File: src/rtl/load_align_queue_pkg.sv
// Shared types for the in-order load-result unit: load type encoding, size and
// left/right merge encodings, and the per-entry queue metadata.
// Latency: n/a (types only). Backpressure: n/a.
package load_align_queue_pkg;

    // Access size field of a load.
    localparam logic [1:0] SIZE_B = 2'd0;
    localparam logic [1:0] SIZE_H = 2'd1;
    localparam logic [1:0] SIZE_W = 2'd2;
    localparam logic [1:0] SIZE_D = 2'd3;

    // Partial-word merge selector (LWL / LWR).
    localparam logic [1:0] LR_NONE = 2'b00;
    localparam logic [1:0] LR_LWR  = 2'b01;
    localparam logic [1:0] LR_LWL  = 2'b10;

    // Widest byte offset the unit supports (DATA_W = 64).
    localparam int MAX_OFF_W = 3;

    typedef struct packed {
        logic       sgn;
        logic [1:0] size;
        logic [1:0] lr;
    } LoadType;

    // Width-independent part of a queue entry. The rt value and the tag are
    // parameter-sized and live in side arrays indexed by the same pointer.
    typedef struct packed {
        LoadType                ltype;
        logic [MAX_OFF_W-1:0]   offset;
        logic                   kill;
    } entry_t;

endpackage

File: src/rtl/load_align_queue_if.sv
// Handshake bundle between MEM1 request, D-cache response and MEM2 writeback.
// Latency: n/a (wires only). Backpressure: req_ready, rsp_ready, out_ready.
// slave = the load-result unit, master = the surrounding pipeline / cache.
interface load_align_queue_if
    import load_align_queue_pkg::*;
#(
    parameter int DATA_W = 32,
    parameter int TAG_W  = 5
) ();
    localparam int OFF_W = $clog2(DATA_W/8);

    logic              req_valid;
    logic              req_ready;
    LoadType           req_type;
    logic [OFF_W-1:0]  req_offset;
    logic [DATA_W-1:0] req_rt;
    logic [TAG_W-1:0]  req_tag;
    logic              flush;
    logic              rsp_valid;
    logic              rsp_ready;
    logic [DATA_W-1:0] rsp_data;
    logic              out_valid;
    logic              out_ready;
    logic [DATA_W-1:0] out_data;
    logic [TAG_W-1:0]  out_tag;

    modport master (
        output req_valid, req_type, req_offset, req_rt, req_tag, flush,
               rsp_valid, rsp_data, out_ready,
        input  req_ready, rsp_ready, out_valid, out_data, out_tag
    );

    modport slave (
        input  req_valid, req_type, req_offset, req_rt, req_tag, flush,
               rsp_valid, rsp_data, out_ready,
        output req_ready, rsp_ready, out_valid, out_data, out_tag
    );
endinterface

File: src/rtl/load_load_lane_align_note.sv
// Lane extraction, sign/zero extension and LWL/LWR merge for one load.
// Latency: combinational. Backpressure: none.
// Ports: ltype/offset/mem (+rt with LOAD_UNALIGNED_EN) in, result out.
module load_lane_align
    import load_align_queue_pkg::*;
#(
    parameter int DATA_W = 32
) (
    input  LoadType                          ltype,
    input  logic [$clog2(DATA_W/8)-1:0]      offset,
`ifdef LOAD_UNALIGNED_EN
    input  logic [31:0]                      rt,
`endif
    input  logic [DATA_W-1:0]                mem,
    output logic [DATA_W-1:0]                result
);
    localparam int OFF_W = $clog2(DATA_W/8);

    logic [31:0] word;
    logic [7:0]  byte_lane;
    logic [15:0] half_lane;

    // 32-bit word holding the addressed bytes; the top offset bit picks it on 64.
    generate
        if (DATA_W == 64) begin : g_w64
            assign word = offset[OFF_W-1] ? mem[DATA_W-1 -: 32] : mem[31:0];
        end else begin : g_w32
            assign word = mem[31:0];
        end
    endgenerate

    // Misaligned offsets are rounded down to the natural lane.
    assign byte_lane = word[8*offset[1:0] +: 8];
    assign half_lane = word[16*offset[1] +: 16];

`ifdef LOAD_UNALIGNED_EN
    logic [31:0] lwl;
    logic [31:0] lwr;

    always_comb begin
        lwl = word;
        lwr = word;
        case (offset[1:0])
            2'd0: begin lwl = {word[7:0],  rt[23:0]}; lwr = word;                        end
            2'd1: begin lwl = {word[15:0], rt[15:0]}; lwr = {rt[31:24], word[31:8]};     end
            2'd2: begin lwl = {word[23:0], rt[7:0]};  lwr = {rt[31:16], word[31:16]};    end
            default: begin lwl = word;                lwr = {rt[31:8],  word[31:24]};    end
        endcase
    end
`else
    // Merge selector has no effect without the unaligned feature.
    logic unused_lr;
    assign unused_lr = ^ltype.lr;
`endif

    always_comb begin
        result = '0;
        case (ltype.size)
            SIZE_B: begin
                if (ltype.sgn) result = DATA_W'($signed(byte_lane));
                else           result = DATA_W'(byte_lane);
            end
            SIZE_H: begin
                if (ltype.sgn) result = DATA_W'($signed(half_lane));
                else           result = DATA_W'(half_lane);
            end
            SIZE_W: begin
                if (ltype.sgn) result = DATA_W'($signed(word));
                else           result = DATA_W'(word);
            end
            default: begin
                // Dword only exists on a 64-bit datapath.
                result = (DATA_W == 64) ? mem : 'x;
            end
        endcase
`ifdef LOAD_UNALIGNED_EN
        if (ltype.lr == LR_LWL) result = DATA_W'($signed(lwl));
        if (ltype.lr == LR_LWR) result = DATA_W'($signed(lwr));
`endif
    end
endmodule

File: src/rtl/load_align_queue.sv
// In-order load-result queue: pairs D-cache responses with issued load metadata.
// Latency: response accepted in cycle N -> out_valid in N+1.
// Backpressure: req_ready low when full or flushing; rsp_ready low while the
// output register is stalled and the head load is live. Optional feature macro:
// LOAD_UNALIGNED_EN (LWL/LWR merge, stores rt per entry).
// Ports: clk, rst (async high), bus (load_align_queue_if.slave).
module load_align_queue
    import load_align_queue_pkg::*;
#(
    parameter int DATA_W = 32,
    parameter int DEPTH  = 4,
    parameter int TAG_W  = 5
) (
    input  logic              clk,
    input  logic              rst,
    load_align_queue_if.slave bus
);
    localparam int PTR_W = $clog2(DEPTH);
    localparam int CNT_W = PTR_W + 1;
    localparam int OFF_W = $clog2(DATA_W/8);

    entry_t             meta_q [DEPTH];
    logic [TAG_W-1:0]   tag_q  [DEPTH];
`ifdef LOAD_UNALIGNED_EN
    logic [31:0]        rt_q   [DEPTH];
`endif
    logic [PTR_W-1:0]   wr_ptr;
    logic [PTR_W-1:0]   rd_ptr;
    logic [CNT_W-1:0]   count;
    logic               out_valid_q;
    logic [DATA_W-1:0]  out_data_q;
    logic [TAG_W-1:0]   out_tag_q;

    entry_t             head;
    logic [DATA_W-1:0]  align_res;
    logic               push;
    logic               pop;
    logic               unused_head_off;

    assign head = meta_q[rd_ptr];
    assign unused_head_off = ^head.offset;

    assign bus.req_ready = (count != CNT_W'(DEPTH)) && !bus.flush;
    // A killed head never produces output, so it may drain through a stall.
    assign bus.rsp_ready = (count != '0) && (head.kill || !out_valid_q || bus.out_ready);

    assign push = bus.req_valid && bus.req_ready;
    assign pop  = bus.rsp_valid && bus.rsp_ready;

    assign bus.out_valid = out_valid_q;
    assign bus.out_data  = out_data_q;
    assign bus.out_tag   = out_tag_q;

    load_lane_align #(.DATA_W(DATA_W)) u_align (
        .ltype  (head.ltype),
        .offset (head.offset[OFF_W-1:0]),
`ifdef LOAD_UNALIGNED_EN
        .rt     (rt_q[rd_ptr]),
`endif
        .mem    (bus.rsp_data),
        .result (align_res)
    );

    // Payload side arrays need no reset: they are only read behind a valid entry.
    always_ff @(posedge clk) begin
        if (push) begin
            tag_q[wr_ptr] <= bus.req_tag;
`ifdef LOAD_UNALIGNED_EN
            rt_q[wr_ptr]  <= bus.req_rt[31:0];
`endif
        end
    end

    always_ff @(posedge clk or posedge rst) begin
        if (rst) begin
            wr_ptr      <= '0;
            rd_ptr      <= '0;
            count       <= '0;
            out_valid_q <= 1'b0;
            out_data_q  <= '0;
            out_tag_q   <= '0;
            for (int i = 0; i < DEPTH; i++) meta_q[i] <= '0;
        end else begin
            // Marking empty slots too is harmless: a push rewrites kill to 0,
            // and push cannot coincide with flush.
            if (bus.flush) begin
                for (int i = 0; i < DEPTH; i++) meta_q[i].kill <= 1'b1;
            end
            if (push) begin
                meta_q[wr_ptr] <= '{ltype:  bus.req_type,
                                    offset: MAX_OFF_W'(bus.req_offset),
                                    kill:   1'b0};
                wr_ptr <= wr_ptr + PTR_W'(1);
            end
            if (pop) rd_ptr <= rd_ptr + PTR_W'(1);

            if (push && !pop)      count <= count + CNT_W'(1);
            else if (!push && pop) count <= count - CNT_W'(1);

            // A response in the flush cycle is treated as killed.
            if (pop && !head.kill && !bus.flush) begin
                out_valid_q <= 1'b1;
                out_data_q  <= align_res;
                out_tag_q   <= tag_q[rd_ptr];
            end else if (bus.flush || (out_valid_q && bus.out_ready)) begin
                out_valid_q <= 1'b0;
            end
        end
    end
endmodule

File: src/flat_wrapper.sv
// flat-port wrapper written by rule: the top's interface ports become plain ports
module load_align_queue_flat import load_align_queue_pkg::*;
#(
    parameter int DATA_W = 32,
    parameter int DEPTH  = 4,
    parameter int TAG_W  = 5
)
  (clk, rst, bus_req_valid, bus_req_type, bus_req_offset, bus_req_rt, bus_req_tag, bus_flush, bus_rsp_valid, bus_rsp_data, bus_out_ready, bus_req_ready, bus_rsp_ready, bus_out_valid, bus_out_data, bus_out_tag);
  load_align_queue_if #(.DATA_W(DATA_W), .TAG_W(TAG_W)) bus_i ();
  input  logic clk;
  input  logic rst;
  input wire logic [$bits(bus_i.req_valid)-1:0] bus_req_valid;
  input wire logic [$bits(bus_i.req_type)-1:0] bus_req_type;
  input wire logic [$bits(bus_i.req_offset)-1:0] bus_req_offset;
  input wire logic [$bits(bus_i.req_rt)-1:0] bus_req_rt;
  input wire logic [$bits(bus_i.req_tag)-1:0] bus_req_tag;
  input wire logic [$bits(bus_i.flush)-1:0] bus_flush;
  input wire logic [$bits(bus_i.rsp_valid)-1:0] bus_rsp_valid;
  input wire logic [$bits(bus_i.rsp_data)-1:0] bus_rsp_data;
  input wire logic [$bits(bus_i.out_ready)-1:0] bus_out_ready;
  output wire logic [$bits(bus_i.req_ready)-1:0] bus_req_ready;
  output wire logic [$bits(bus_i.rsp_ready)-1:0] bus_rsp_ready;
  output wire logic [$bits(bus_i.out_valid)-1:0] bus_out_valid;
  output wire logic [$bits(bus_i.out_data)-1:0] bus_out_data;
  output wire logic [$bits(bus_i.out_tag)-1:0] bus_out_tag;
  assign bus_i.req_valid = bus_req_valid;
  assign bus_i.req_type = bus_req_type;
  assign bus_i.req_offset = bus_req_offset;
  assign bus_i.req_rt = bus_req_rt;
  assign bus_i.req_tag = bus_req_tag;
  assign bus_i.flush = bus_flush;
  assign bus_i.rsp_valid = bus_rsp_valid;
  assign bus_i.rsp_data = bus_rsp_data;
  assign bus_i.out_ready = bus_out_ready;
  assign bus_req_ready = bus_i.req_ready;
  assign bus_rsp_ready = bus_i.rsp_ready;
  assign bus_out_valid = bus_i.out_valid;
  assign bus_out_data = bus_i.out_data;
  assign bus_out_tag = bus_i.out_tag;
  load_align_queue #(.DATA_W(DATA_W), .DEPTH(DEPTH), .TAG_W(TAG_W)) u_core (.clk(clk), .rst(rst), .bus(bus_i));
endmodule
File: config.mk
export PLATFORM = sky130hd
export DESIGN_NAME = load_align_queue_flat
export DESIGN_NICKNAME = d
export VERILOG_FILES = /design/src/rtl/load_align_queue_pkg.sv /design/src/rtl/load_align_queue_if.sv /design/src/rtl/load_load_lane_align_note.sv /design/src/rtl/load_align_queue.sv /design/src/flat_wrapper.sv
export SDC_FILE = /design/constraint.sdc
export NUM_CORES = 1
export LEC_CHECK = 0
export CORE_ASPECT_RATIO = 1.5
export CORE_MARGIN = 1
export CORE_UTILIZATION = 53
export CTS_BUF_LIST = sky130_fd_sc_hd__clkbuf_8
export DETAILED_ROUTE_END_ITERATION = 10
export MAX_ROUTING_LAYER = met4
export PLACE_DENSITY_LB_ADDON = 0.08
export SYNTH_ARGS = -nofsm -noshare
export SYNTH_HDL_FRONTEND = slang
export SYNTH_SLANG_ARGS = --single-unit
File: constraint.sdc
create_clock -name clk -period 6.6 [get_ports clk]
set_input_delay 0.99 -clock clk [delete_from_list [all_inputs] [get_ports clk]]
set_output_delay 0.99 -clock clk [all_outputs]
set_load 0.05 [all_outputs]
==> flow_metrics.tcl <==
set metrics [dict create \
    antenna_found_initial 0 \
    synthesis.area_um2 4260 \
    max_slew_margin_pct 41.0 \
    synth_flop_cell "dfrtp_1" \
    cts_made_buffers 9 \
    dieArea_um2 8420 \
    drive_gt1_share_pct 17.2 \
    synth_cell_types 47 \
    first_global_vias 3069 \
    fill_cells 615 \
    layout_common_cells "clkdlybuf4s50_1, dfrtp_1, nor2_1, mux2_2, a21oi_1" \
    cp.arrival_ns 2.77 \
    ir_drop_uv 304 \
    synth-edff-count 20 \
    postCtsSetupBuffers 0 \
    drc 0 \
    htreeDepth 3 \
    ctsResizeCount 0 \
    synth_top_cell_area_share_pct 40.5 \
    slew_violations 0 \
    track_usage_pct 25.3 \
    route.met2.wl_mm 4.94 \
    crit_type "flip-flop to primary output" \
    nNetsFinal 516 \
    reg2reg_slack_ns 3.00 \
    crit_fanout 16 \
    met3WireLength_um 556 \
    grt-ovfl-total 0 \
    place_congestion 0.815 \
    cp-end-kind "primary output" \
    post-dp-hpwl_mm 6.80 \
    core-area_um2 7710 \
    status "complete, no violations" \
    drt_wl_total_mm 9.59 \
    wire_per_inst_um 18.0 \
    netlist_top_cells_area "dfrtp_1, edfxtp_1, mux2_2" \
    critPathLaunchType "flip-flop" \
    area_delta_synth_final_pct 26.1 \
    drv_cap 0 \
    hold_class "flip-flop to flip-flop" \
    regToRegEndpoint "u_core.bus.out_data[8]" \
    drtIter0Drc 259 \
    hold_viol 0 \
    vias 3100 \
    clock.fmax_ghz 0.266 \
    dp_cells 517 \
    setup-violations-final 0 \
    grt_start_max_net_pins 70 \
    cts_tree "done" \
    insertedDiodeCount 0 \
    utilization_pct 69.7 \
    routedLengthMet1_mm 3.75 \
    fp.dieH_um 112 \
    period_needed_ns 3.76 \
    worstMarginPinSlew_ns 0.885 \
    synth_seq_cells 89 \
    rr_worst_depth 6 \
    rsz0062_at_grt "false" \
    drtAntennaViolNets 0 \
    finalClockSkew_ns 0.0121 \
    rows 39 \
    avgSynthCellArea_um2 12.3 \
    setup.worst_path.end "bus_rsp_ready" \
    powerDensity_nw_per_um2 589 \
    ys_async_sr_fraction_pct 77.5 \
    stdcell_count 533 \
    cts_root_buffer "clkbuf_8" \
    reg2reg_from "u_core.rd_ptr[0]" \
    yosysSeqAreaShare_pct 54.6 \
    critPathLaunch "u_core.rd_ptr[1]" \
    vias_per_cell 5.82 \
    synth_cells 346 \
    fp.dieW_um 75.2 \
    final_common_cell "clkdlybuf4s50_1" \
    p_leak_uw 0.00218 \
    yosys.area.top_type "dfrtp_1" \
    grt_pass1_wl_mm 15.0 \
    pin_count 122 \
    fin_crit_sh_pct 57.0 \
    start_util_pct 55.3 \
    syn_nets 436 \
    cts_buffer_depth 2 \
    top_layer "met4" \
    clk_latency_ns 0.37 \
    cts_sinks 89 \
    yosysWarnings 0 \
    required_ns 5.61 \
    tns_ns 0 \
    numPortBuffers 87 \
    hold_buffers 0 \
    clkTransAtPathRegs_ns 0.09 \
    first_pass_iters 5 \
]
[power by group]
part	internal [µW]	leakage (µW)	total, µW	switching [µW]
clock	177	0.0000979	376	198
combinational	727	0.00108	1840	1120
sequential	781	0.00101	949	168
[critical path: stages (launching register included)]
cell             delay [ns]
dfrtp_1                0.85
mux4_2                 0.67
o32a_1                 0.18
clkdlybuf4s50_1        0.70
[cell usage after synthesis (2+ instances only)]
master and instances:
nand2b_1 4, edfxtp_1 20, mux2_2 35, nor2_1 38
o22ai_1 18, dfrtp_1 69, inv_1 12, a31oi_1 3
a32oi_1 3, mux4_2 11, buf_1 2, buf_6 2
nand2_1 21, nand3_1 3, a21oi_1 31, ha_1 7
buf_2 9, nor2b_1 2, a221oi_1 8, xor2_1 3
o21bai_1 2, o21a_1 4, xnor2_1 3, clkbuf_1 7
o221ai_1 2, mux2i_1 2, a222oi_1 5
[metal layers]
metal	GRT usage [%]	up-vias
met3	5.16	20
met2	40.1	114
met1	29.8	1522
li1	-	1444
met5	-	-
met4	13.1	0
[cells by family after synthesis]
logic type | synth area share, %
DFF | 54.6
and+or+nand+nor | 8.39
adders and majority gates | 2.52
muxes | 15.9
AOI/OAI and AO/OA | 13.8
buffers and inverters | 3.61
xor gates and xnor gates | 1.23
[stage by stage]
step           hold WS, ns  worst slack [ns]  area, µm²  power (µW)
3_3_place_gp         0.457              2.98       5180        2760
2_1_floorplan        0.446              3.59       4260        2310
4_1_cts              0.483              2.80       5380        3180
3_5_place_dp         0.461              2.96       5180        2800
6_report             0.476              2.84       5380        3170
5_1_grt              0.502              2.73       5380        3360
[registers in the layout, indices dropped and copies added, names as in the netlist]
register,cells
u_core.bus.out_data,32
u_core.bus.out_tag,5
u_core.bus.out_valid,1
u_core.count,3
u_core.meta_q,24
u_core.rd_ptr,2
u_core.tag_q,20
u_core.wr_ptr,2
[layout make-up]
type | count | area [µm²] | share of cell area [%]
Multi-Input combinational cell | 224 | 1780 | 33.2
Timing Repair Buffer | 90 | 893 | 16.6
Clock buffer | 9 | 124 | 2.30
Inverter | 12 | 45.0 | 0.838
Clock inverter | 7 | 76.3 | 1.42
Sequential cell | 89 | 2330 | 43.3
Tap cell | 102 | 128 | 2.37
[worst min path at each step]
stage                           from               endpoint  slack, ns  depth (start not counted)
3_5_place_dp   u_core.bus.out_tag[1]  u_core.bus.out_tag[1]       0.46                          2
2_1_floorplan      u_core.meta_q[18]      u_core.meta_q[18]       0.45                          1
6_report       u_core.bus.out_tag[1]  u_core.bus.out_tag[1]       0.48                          2
5_1_grt        u_core.bus.out_tag[1]  u_core.bus.out_tag[1]       0.50                          2
4_1_cts        u_core.bus.out_tag[1]  u_core.bus.out_tag[1]       0.48                          2
3_3_place_gp        u_core.meta_q[9]       u_core.meta_q[9]       0.46                          1
Power figures use the tool's default switching activity.
==> RTL change 1, RTL diff (same settings) <==
`DEPTH` is set to 4 in 2 places; all go to 16.
--- a/src/rtl/load_align_queue.sv
+++ b/src/rtl/load_align_queue.sv
@@ -10,3 +10,3 @@
     parameter int DATA_W = 32,
-    parameter int DEPTH  = 4,
+    parameter int DEPTH  = 16,
     parameter int TAG_W  = 5
--- a/src/flat_wrapper.sv
+++ b/src/flat_wrapper.sv
@@ -4,3 +4,3 @@
     parameter int DATA_W = 32,
-    parameter int DEPTH  = 4,
+    parameter int DEPTH  = 16,
     parameter int TAG_W  = 5
Check against the original RTL: not equivalent (Yosys sat finds a counterexample within 10 cycles, from zero or initial values and one cycle with rst high).
==> RTL change 1 against the unedited design <==
- worst setup slack worse by 770 ps
- total power up 87%
- routed wire length rose to 2.6 times the old value
- area after synthesis up 150%
- design area up 130%
- via count up 120%
- combinational power up 45%
- sequential cell count up 138
- critical path type unchanged
- largest power group unchanged
==> RTL change 1: results (changes against the unedited design) <==
* Area contributors post-synth: dfrtp_1 (35%), edfxtp_1 (23%), mux4_2 (10%), mux2_2 (10%), nor2_1 (2.1%)
* GR Util met1 at 32.1% (+2.3 points)
* Share of post-route cells with drive strength above 1 at 24.0% (+6.8 points)
* R2R setup slack at 2350 ps (-650 ps)
* First-pass GRT wire length at 38700 µm (+160%)
* Nets@finish at 947 (+84%)
* H-tree depth at 2 (-1)
* Yosys cell types at 50 (+6.4%)
* Worst Path Arrival at 3540 ps (+770 ps)
* Iter 0 DRT Violations at 520 (+100%)
* Final Non-Filler Cells at 1137 (+110%)
* Seq pwr share at 35.6% (+5.6 points)
* Critical Path Start: u_core.rd_ptr[0]
* Reg2Reg Depth at 8 (+2)
* Metal-1 WL at 9550 µm (+150%)
* RR Startpoint: u_core.rd_ptr[1]
* Max stage delay on crit path at 730 ps (-120 ps)
* P_leak at 4.98 nW (+130%)
* Via Count at 6826 (+120%)
* Filler cells at 1516 (+150%)
* Outcome: complete, no violations
* Post-synthesis mux area share at 20.9% (+5.0 points)
* Worst-skew pair later-pin latency at 530 ps (+160 ps)
* VDD IR max at 0.244 mV (-20%)
* Slew Limit Headroom at 24.8% (-16 points)
* Met2 routed WL at 12900 µm (+160%)
* Fraction of power spent switching nets at 39.1% (-7.7 points)
* Final hold slack at 493 ps (+16.8 ps)
[RTL change 1: changes by cell type in the layout (fill, tap and decap cells not counted), moves of 14 or more]
cell      unedited run  this run
edfxtp_1            20        80
and3_1               1        16
clkbuf_8             9        46
a21boi_0             0        14
inv_1               11        47
nand2_1             21        43
dfrtp_1             69       145
mux4_2              11        47
nor2_1              38        59
mux2_2              35        93
o22ai_1             18         2
[RTL change 1: final cells by class]
| cell class | count | area [µm²] | share of cell area (%) |
|---|---|---|---|
| clock buffers | 46 | 633 | 5.17 |
| multi-input cells | 457 | 4040 | 33.0 |
| flip-flops and latches | 227 | 6080 | 49.7 |
| well taps | 256 | 320 | 2.62 |
| inverters | 32 | 125 | 1.02 |
| clock inverters | 20 | 82.6 | 0.675 |
| repair buffers | 99 | 961 | 7.85 |
[RTL change 1: logic make-up after synthesis]
kind of cell | Yosys count
AOI/OAI and AO/OA | 136
and+or+nand+nor | 152
DFF | 227
xor gates and xnor gates | 11
muxes | 146
adders and majority gates | 12
buffers and inverters | 80
==> RTL change 2, RTL diff (same flow settings) <==
Made on the original files. Reset style: synchronous (`rst`), changed in one clocked block. Comments in the files are not updated.
--- a/src/rtl/load_align_queue.sv
+++ b/src/rtl/load_align_queue.sv
@@ -73,3 +73,3 @@
 
-    always_ff @(posedge clk or posedge rst) begin
+    always_ff @(posedge clk) begin
         if (rst) begin
Behaviour: differs if rst is asserted again (counterexample within 4 cycles, from zero or initial values and one cycle with rst high); with rst held inactive, the same outputs for 4 cycles.
==> RTL change 2 against the unedited design <==
- via count grew 4.5%
- sequential share of layout area shrank 2.2 points
- largest cell class unchanged
- critical endpoint is now bus_req_ready
- worst setup slack gained 180 ps
- sequential cell count grew 2
- routed wire length grew 3.9%
- design area grew 0.67%
- area after synthesis grew 0.38%
Power is not compared: it rests on default switching activity, and its combinational part moved more than twofold at a synthesized area within 25%.
==> RTL change 2: results (changes against the unedited design) <==
* Detailed Place HPWL at 7060 µm (+3.9%)
* Area contributors post-synth: edfxtp_1 (28%), dfxtp_1 (24%), mux4_2 (4.7%), nand3b_1 (3.7%), o211ai_1 (3.7%)
* Critical path peak fanout at 9 (-7)
* Cell family with most CP delay: buffers and inverters
* Yosys cell types at 49 (+4.3%)
* Area growth syn-to-layout at 26.5%
* Gr usage total at 26.0% (+0.77 points)
* Sequential share of the synthesized area at 51.9% (-2.7 points)
* Met2 routed WL at 5150 µm (+4.1%)
* Worst Max-Slew Pin Slew at 1160 ps (+276 ps)
* Post-layout minimum cycle time at 3580 ps (-179 ps)
* Non-clk bufs at 91 (+1.1%)
* Worst Setup EP: bus_req_ready
* Post-synth net total at 455 (+4.4%)
* Num CTS Buffers at 9 (unchanged)
* Max stage delay on crit path at 820 ps (-30 ps)
* First-pass GRT wire length at 15700 µm (+5.2%)
* Metal-1 WL at 3930 µm (+4.7%)
* Largest net degree at the start of global routing at 56 (-20%)
* Synthesized flop and latch total at 91 (+2.2%)
* Outcome: complete, no violations
* Final Non-Filler Cells at 549 (+3.0%)
* Pre-CTS WS at 3000 ps (+41.9 ps)
* Worst hold endpoint: u_core.bus.out_tag[2]
* Share of post-route cells with drive strength above 1 at 11.0% (-6.2 points)
* Worst Path Arrival at 2590 ps (-180 ps)
* Clk tree area frac at 4.14% (+0.41 points)
* Iter 0 DRT Violations at 242 (-6.6%)
* NonClk Buf Share at 16.6% (+0.027 points)
* Reg2reg end: u_core.bus.out_data[17]
* WL met3 at 515 µm (-7.4%)
* Non-clk invs at 6 (-6)
* Number of global-route vias before repair at 3204 (+4.4%)
* Drt total wl at 9970 µm (+3.9%)
* Area after DPL at 0.00519 mm² (+0.24%)
* Multi-Input Combinational at 243 (+8.5%)
* Seq/total area at 41.1% (-2.2 points)
* Vias/cell at 5.90 (+1.5%)
* Gp weighted congestion at 0.860 (+5.5%)
* Filler cells at 592 (-3.7%)
* Multi-input logic portion of the cell area at 35.4% (+2.2 points)
* Async S/R FF share, synth at 0% (-78 points)
* Synth Flop Type: dfxtp_1
* Clk_skew at 14.6 ps (+2.50 ps)
* GR Util met1 at 29.0% (-0.78 points)
* Synth top cells by count: dfxtp_1 (51), edfxtp_1 (40), nor2_1 (31)
* Post-synth EDFFs at 40 (+100%)
* DP Cell Count at 533 (+3.1%)
* Hold path startpoint: u_core.bus.out_tag[2]
* Grt met2 use at 43.4% (+3.3 points)
## RTL change 2: cells by family (layout without fill, tap and decap cells)
| family | after synthesis | count (layout) | share of synthesized area [%] |
|---|---|---|---|
| buffers and inverters | 31 | 113 | 3.33 |
| XOR/XNOR | 5 | 5 | 1.02 |
| multiplexers | 26 | 26 | 10.0 |
| AO/OA/AOI/OAI | 74 | 74 | 13.6 |
| adder cells (fa/ha/maj) | 8 | 8 | 2.51 |
| flip-flops | 91 | 91 | 51.9 |
| AND/OR/NAND/NOR | 130 | 130 | 17.6 |
## RTL change 2: through the flow
stage          power (W)  hold slack, ps
4_1_cts          0.00181             462
3_3_place_gp     0.00138             443
3_5_place_dp     0.00139             449
5_1_grt          0.00189             481
2_1_floorplan    0.00120             429
6_report         0.00180             461
## RTL change 2: worst min-delay path, delay by kind of cell, from the launching register on
kind | cells | cell delay (ps)
simple gates | 1 | 50
flops | 1 | 320
compound gates | 1 | 50
